<file path="src/rtl/sync_pkg.sv">
// Shared helpers for clock-domain-crossing synchronisers.
// Gray decode, change counting, and stage limits used by the FIFO pointer logic.
package sync_pkg;

  localparam int SYNC_STAGES_MIN = 2;
  localparam int SYNC_STAGES_MAX = 4;
  localparam int SYNC_MAX_WIDTH  = 32;

  localparam logic [SYNC_MAX_WIDTH-1:0] SYNC_RESET_VAL = '0;

  // Zero-extended input decodes correctly: leading zeros stay zero.
  function automatic logic [SYNC_MAX_WIDTH-1:0] gray2bin(
    input logic [SYNC_MAX_WIDTH-1:0] g
  );
    logic [SYNC_MAX_WIDTH-1:0] b;
    b[SYNC_MAX_WIDTH-1] = g[SYNC_MAX_WIDTH-1];
    for (int i = SYNC_MAX_WIDTH - 2; i >= 0; i--) begin
      b[i] = b[i+1] ^ g[i];
    end
    return b;
  endfunction

  // Clearing the lowest set bit leaves something only if two or more were set.
  function automatic logic popcount_ge2(
    input logic [SYNC_MAX_WIDTH-1:0] v
  );
    return |(v & (v - 1'b1));
  endfunction

endpackage

</file>
<file path="src/rtl/sync_chain.sv">
// Plain multi-flop synchroniser chain.
// Also used on its own for single-bit control crossings.
module sync_chain
  import sync_pkg::*;
#(
  parameter int               WIDTH     = 3,
  parameter int               STAGES    = 2,
  parameter logic [WIDTH-1:0] RESET_VAL = '0
) (
  input  logic             clk_in,
  input  logic             reset_n,
  input  logic [WIDTH-1:0] data_in,
  output logic [WIDTH-1:0] data_out
);

  if (STAGES < SYNC_STAGES_MIN || STAGES > SYNC_STAGES_MAX) begin : g_bad_stages
    $error("sync_chain: STAGES must be 2..4");
  end

  logic [WIDTH-1:0] stage_q [STAGES];

  always_ff @(posedge clk_in or negedge reset_n) begin
    if (!reset_n) begin
      for (int k = 0; k < STAGES; k++) begin
        stage_q[k] <= RESET_VAL;
      end
    end else begin
      stage_q[0] <= data_in;
      for (int k = 1; k < STAGES; k++) begin
        stage_q[k] <= stage_q[k-1];
      end
    end
  end

  assign data_out = stage_q[STAGES-1];

endmodule

</file>
<file path="src/rtl/sync_multi_stage.sv">
// Synchroniser with post-sync Gray decode, edge/change pulses
// and a sticky multi-bit-change error flag.
module sync_multi_stage
  import sync_pkg::*;
#(
  parameter int               WIDTH      = 3,
  parameter int               STAGES     = 2,
  parameter logic [WIDTH-1:0] RESET_VAL  = WIDTH'(SYNC_RESET_VAL),
  parameter bit               GRAY_CHECK = 1'b1
) (
  input  logic             clk_in,
  input  logic             reset_n,
  input  logic [WIDTH-1:0] data_in,
  input  logic             err_clr,
  output logic [WIDTH-1:0] data_out,
  output logic [WIDTH-1:0] bin_out,
  output logic [WIDTH-1:0] edge_out,
  output logic             changed,
  output logic             gray_err
);

  if (WIDTH < 1 || WIDTH > SYNC_MAX_WIDTH) begin : g_bad_width
    $error("sync_multi_stage: WIDTH must be 1..32");
  end

  localparam logic [WIDTH-1:0] BIN_RST =
    WIDTH'(gray2bin(SYNC_MAX_WIDTH'(RESET_VAL)));

  logic [WIDTH-1:0] sync_q;
  logic [WIDTH-1:0] prev_q;
  logic [WIDTH-1:0] diff;
  logic             err_set;

  sync_chain #(
    .WIDTH     (WIDTH),
    .STAGES    (STAGES),
    .RESET_VAL (RESET_VAL)
  ) u_chain (
    .clk_in   (clk_in),
    .reset_n  (reset_n),
    .data_in  (data_in),
    .data_out (sync_q)
  );

  assign diff    = sync_q ^ prev_q;
  assign err_set = GRAY_CHECK &&
                   popcount_ge2(SYNC_MAX_WIDTH'(diff));

  always_ff @(posedge clk_in or negedge reset_n) begin
    if (!reset_n) begin
      prev_q   <= RESET_VAL;
      bin_out  <= BIN_RST;
      edge_out <= '0;
      changed  <= 1'b0;
      gray_err <= 1'b0;
    end else begin
      prev_q   <= sync_q;
      bin_out  <= WIDTH'(gray2bin(SYNC_MAX_WIDTH'(sync_q)));
      edge_out <= sync_q & ~prev_q;
      changed  <= |diff;
      // A fresh violation outranks a concurrent clear.
      if (err_set) begin
        gray_err <= 1'b1;
      end else if (err_clr) begin
        gray_err <= 1'b0;
      end
    end
  end

  assign data_out = sync_q;

endmodule
</file>
<file path="config.mk">
export PLATFORM = sky130hd
export DESIGN_NAME = sync_multi_stage
export DESIGN_NICKNAME = d
export VERILOG_FILES = /design/src/rtl/sync_pkg.sv /design/src/rtl/sync_chain.sv /design/src/rtl/sync_multi_stage.sv
export SDC_FILE = /design/constraint.sdc
export NUM_CORES = 1
export LEC_CHECK = 0
export BUFFER_PORTS_ARGS = -buffer_cell sky130_fd_sc_hd__buf_2
export CORE_AREA = 5 5 42 44
export CTS_CLUSTER_SIZE = 40
export DETAILED_ROUTE_END_ITERATION = 10
export DIE_AREA = 0 0 47 49
export PLACE_DENSITY_LB_ADDON = 0.1
export REMOVE_ABC_BUFFERS = 1
export SLEW_MARGIN = 0
export SYNTH_ARGS = -nofsm -noshare
export SYNTH_HDL_FRONTEND = slang
export SYNTH_SLANG_ARGS = --single-unit
</file>
<file path="constraint.sdc">
create_clock -name clk_in -period 1.2 [get_ports clk_in]
set_input_delay 0.18 -clock clk_in [delete_from_list [all_inputs] [get_ports clk_in]]
set_output_delay 0.18 -clock clk_in [all_outputs]
set_load 0.05 [all_outputs]
</file>
* Word-level counts from Yosys, hierarchy flattened
Cells that the tools add are included.
** Storage, ports and cells
- Flip-flop bits (word level) :: 17
- Output and inout bits :: 11
- Input port bits :: 6
- Logic and storage cells :: 19
** Cells by class
- Reductions and logical operators :: 3
- Bitwise gates (word level) :: 6
- Add/sub/neg operators :: 1
- Mux-type cells :: 2
** Operator list (count)
- 3-bit by 32-bit bitwise AND with 32-bit output :: 1
- 32-bit OR reduction :: 1
- 3-bit by 1-bit subtractor with 4-bit output, second input constant :: 1
- 3-bit bitwise AND :: 1
- 3-bit NOT :: 1
- 3-bit OR reduction :: 1
- 3-bit bitwise XOR :: 1
- 1-bit 2-to-1 mux :: 2
- 2-bit nonzero test :: 1
- 1-bit bitwise XOR :: 2

* Logic depth before layout (Yosys ltp)
- Depth in word-level cells :: 5
- Gate-level depth with buffers :: 4
- Mapped depth without buffers :: 4

* Cells and area by module
From an unflattened synthesis, not the netlist that was laid out.
** Second synthesis, totals
- Cell total of the unflattened synthesis :: 32
- Area total of the unflattened synthesis :: 520.5 sq um
** Modules (own cells, without submodules)
- sync_multi_stage :: sequential area each 250.2 sq um, instances 1, area each 347.8 sq um, cells an instance 23
- sync_chain :: sequential area each 150.1 sq um, instances 1, area each 172.7 sq um, cells an instance 9

* Worst setup path after synthesis
No wires, ideal clock.
- Path type :: register to register
- Start :: reg u_chain.stage_q, in the netlist u_chain.data_out[2]
- End :: reg gray_err
- Data required time :: 1.117 ns
- Path slack :: 0.018 ns
- Clock period less this slack :: 1.182 ns
- Arrival :: 1.099 ns
- Path buffers :: 0
- Cell stages (with the launch flop) :: 4
- Setup time :: 0.083 ns
- Path through :: dfrtp_1 -> ha_1 -> maj3_1 -> o21ai_0
** Between the ends
- Cells in the longest elaborated chain, start to end :: 5
- Elaborated cells on any way between the ends :: 6
- Those cells by class :: add/sub: 1; mux: 1; bitwise: 2; reduce/logical: 2
** Ends and longest elaborated chain
- from (decl) :: line sync_chain.sv:20 : logic [WIDTH-1:0] stage_q [STAGES];
- from (signal, indexed assignment) :: line sync_chain.sv:30 : stage_q[k] <= stage_q[k-1];
- 3-bit bitwise XOR * :: line sync_multi_stage.sv:45 : assign diff = sync_q ^ prev_q;
- 3-bit by 1-bit subtractor with 4-bit output :: line sync_pkg.sv:27 : return |(v & (v - 1'b1));
- 3-bit by 32-bit bitwise AND with 32-bit output * :: line sync_pkg.sv:27
- 32-bit OR reduction * :: line sync_pkg.sv:27
- 1-bit 2-to-1 mux or 2-bit nonzero test (tied branches)
- to (signal assigned) :: line sync_multi_stage.sv:55 : gray_err <= 1'b0;
- to (signal assigned) :: line sync_multi_stage.sv:63 : gray_err <= 1'b1;
- to (signal assigned) :: line sync_multi_stage.sv:65 : gray_err <= 1'b0;
- to (decl) :: line sync_multi_stage.sv:19 : output logic gray_err
Mark *: on every way between the ends. The rest lies on a longest branch, timed or not.
A chain may end at the register's enable or synchronous reset.

* Final worst setup path
- Start :: reg u_chain.stage_q, in the netlist u_chain.data_out[0]
- End :: out data_out[0]
** RTL lines
- to (decl) :: line sync_multi_stage.sv:15 : output logic [WIDTH-1:0] data_out,
No word-level cell between the ends.

==> key figures <==
Floorplan
  – I/O pins: 17
  – Die width: 47 um
  – Die height: 49 um
  – Starting Density: 37.14%
  – CORE AREA: 1401 um2
  – Placement Rows: 14
  – Die area: 2303 um2

Final layout
  – Final Util: 51.70%
  – Nets: 63
  – Fill count: 129
  – Share of cells above drive strength 1: 53.85%
  – Antenna cell count: 0
  – Footprint of the multi-input gates: 113.9 um2
  – Reg area: 400.4 um2
  – Synthesis-to-finish area growth: 39.18%

Timing
  – Worst-margin pin slew: 339.2 ps
  – Hold slack: 13.44 ps
  – Fmax: 855.2 MHz
  – Layout Skew: 2.491 ps
  – Final Setup Violations: 0
  – Min Tclk post-route: 1169 ps
  – Slew headroom: 77.39%
  – Max Slew Vio Count: 0
  – Final Hold Vio Count: 0
  – Period utilization: 97.45%

Yosys
  – Main flop type after synthesis: dfrtp_1
  – Top cells by count, synth: 16 x dfrtp_1, 4 x buf_4, 4 x inv_1
  – Most common cell in the netlist: dfrtp_1
  – Unique masters post-synth: 8
  – Synthesized cell area: 520.5 um2
  – Sequential share of the synthesized area: 76.92%
  – Top cell type's share of synthesized area: 76.92%
  – Post-synth EDFFs: 0
  – Synth area leaders: dfrtp_1 77%, ha_1 7.2%, buf_4 5.8%, xor2_1 3.4%, inv_1 2.9%
  – Synthesized instance count: 32
  – Synth area leader: dfrtp_1
  – Avg Cell Area, Syn: 16.27 um2
  – Yosys warns: 0
  – Synth async-reset ratio: 100.0%
  – Yosys reg bits: 16

Global route
  – Vias in the first global route: 304
  – Pin count of the biggest net entering global routing: 17
  – First-pass GRT wire length: 1297 um
  – Tot GR Track Use: 7.919%
  – GRT Residual Overflow: 0
  – Initial antenna violation count: 0

Power
  – Sequential share of power: 55.1%
  – Pwr Density: 1479 nW/um2
  – Switching Share: 28.91%
  – Int Pwr: 761.7 uW
  – Clock power share: 23.9%
  – Pleak: 0.0003556 uW
  – Psw: 309.8 uW
  – Combinational share of power: 21.0%
  – VDD IR max: 0.0008398 V

Critical path
  – Slowest stage cell, crit path: dfrtp_1
  – Ordered list of cells on the worst path: buf_6 > buf_6
  – Crit-path most repeated cell: buf_6
  – Crit start category: flop
  – Arr. time, crit path: 990 ps
  – CP peak stage delay: 430 ps
  – Required @ worst endpoint: 1020 ps
  – Buf/Inv on CP: 2
  – Crit. End Element: output pin
  – Kind of critical path: flop to output pin
  – Top delay family on crit path: flip-flops
  – Crit path max fanout: 3

Outcome
  – Status: complete, no violations

Placed design
  – Port buffer count: 16
  – Placer Congestion: 0.6646
  – DP HPWL: 588.9 um

Clock tree
  – Htree depth: 1
  – CTS tree: built
  – Reg clk slew, reported paths: 80 ps
  – Clock Tree Buf Depth: 2
  – Sink Count: 16
  – CTS root buf: clkbuf_4
  – Inserted Clock Buffers: 3
  – Clk_lat worst skew: 270 ps

Run
  – Max Cap Violations: 0

Route
  – Drt first pass iters: 1
  – Routed Wire Length: 861 um
  – DRC viols: 0
  – Via density: 4.132
  – Initial DRC count: 0
  – Routed len/inst: 12.66 um
  – Routed Antenna Nets: 0
  – Vias: 281

Hold path
  – Worst min path class: input pin to flop
[timing repair]
action | CTS | global route
pin swaps | 2 | 1
endpoints found under the hold margin | 16 | 1
gates resized for setup | 3 | 14
endpoints found under the setup margin | 3 | 4
buffers inserted | 0 | 0
hold buffers | 1 | 1
[cell families after synthesis]
logic type / Yosys count / synth area share [%]
compound gates: 1 / 0.9606
xor+xnor: 2 / 3.366
fa+ha+maj: 4 / 9.135
buf+inv: 8 / 8.653
flops: 16 / 76.92
simple gates: 1 / 0.9606
[sequential cells by signal, indices dropped and copies added (netlist names)]
signal / count
bin_out: 3
edge_out: 3
u_chain.data_out: 3
u_chain.stage_q: 3
prev_q: 2
changed: 1
gray_err: 1
[placed cells by master (no fill, tap or decap)]
cell / count
o21ai_1: 1
inv_1: 2
dfrtp_1: 16
buf_2: 13
buf_6: 6
inv_2: 2
dlygate4sd3_1: 2
nand3_1: 1
ha_4: 3
xor2_1: 2
clkbuf_4: 3
maj3_2: 1
[final timing paths]
path | startpoint | to | slack [ps] | depth (start not counted)
worst max-delay path | u_chain.data_out[0] | data_out[0] | 30 | 2
worst min-delay path | data_in[0] | u_chain.stage_q[3] | 10 | 1
worst max register to register | prev_q[0] | gray_err | 90 | 4
worst min register to register | u_chain.stage_q[5] | u_chain.data_out[2] | 360 | 0
max in group asynchronous | reset_n | u_chain.stage_q[5] | 610 | 2
min in group asynchronous | reset_n | edge_out[1] | 340 | 2
[layout make-up]
cell class                 count  area share, %
clock buffer                   3          3.109
timing repair buffer          21          21.07
tap                           16          2.763
inverter                       4          2.073
multi-input combinational      8          15.72
sequential                    16          55.27
[routing by layer]
layer  vias to the layer above  track usage, %  wire (um)
met5                         -               0          0
met4                         0           4.147          5
met3                         2           2.214         79
met2                        11           12.67        466
met1                       132           9.198        309
li1                        136               -          -
[metrics by stage]
stage | power (uW) | setup TNS [ps] | cells | worst slack (ps) | instance area, um2
after floorplan | 729.9 | -264.7 | 28 | -264.7 | 490.5
after global placement | 791.0 | 0 | 63 | 25.82 | 613.1
after detailed placement | 794.1 | 0 | 63 | 13.09 | 613.1
after CTS | 1061 | 0 | 67 | 1.328 | 650.6
after global routing | 1133 | -9.442 | 68 | -7.062 | 724.4
final | 1072 | 0 | 68 | 30.65 | 724.4
[power groups by stage]
stage          sequential, uW  clock (uW)  combinational [uW]
6_report                  591         256                 225
2_1_floorplan             704           0                25.9
3_5_place_dp              598           0                 196
4_1_cts                   587         271                 203
3_3_place_gp              597           0                 194
5_1_grt                   596         295                 242
Power figures use the tool's default switching activity.
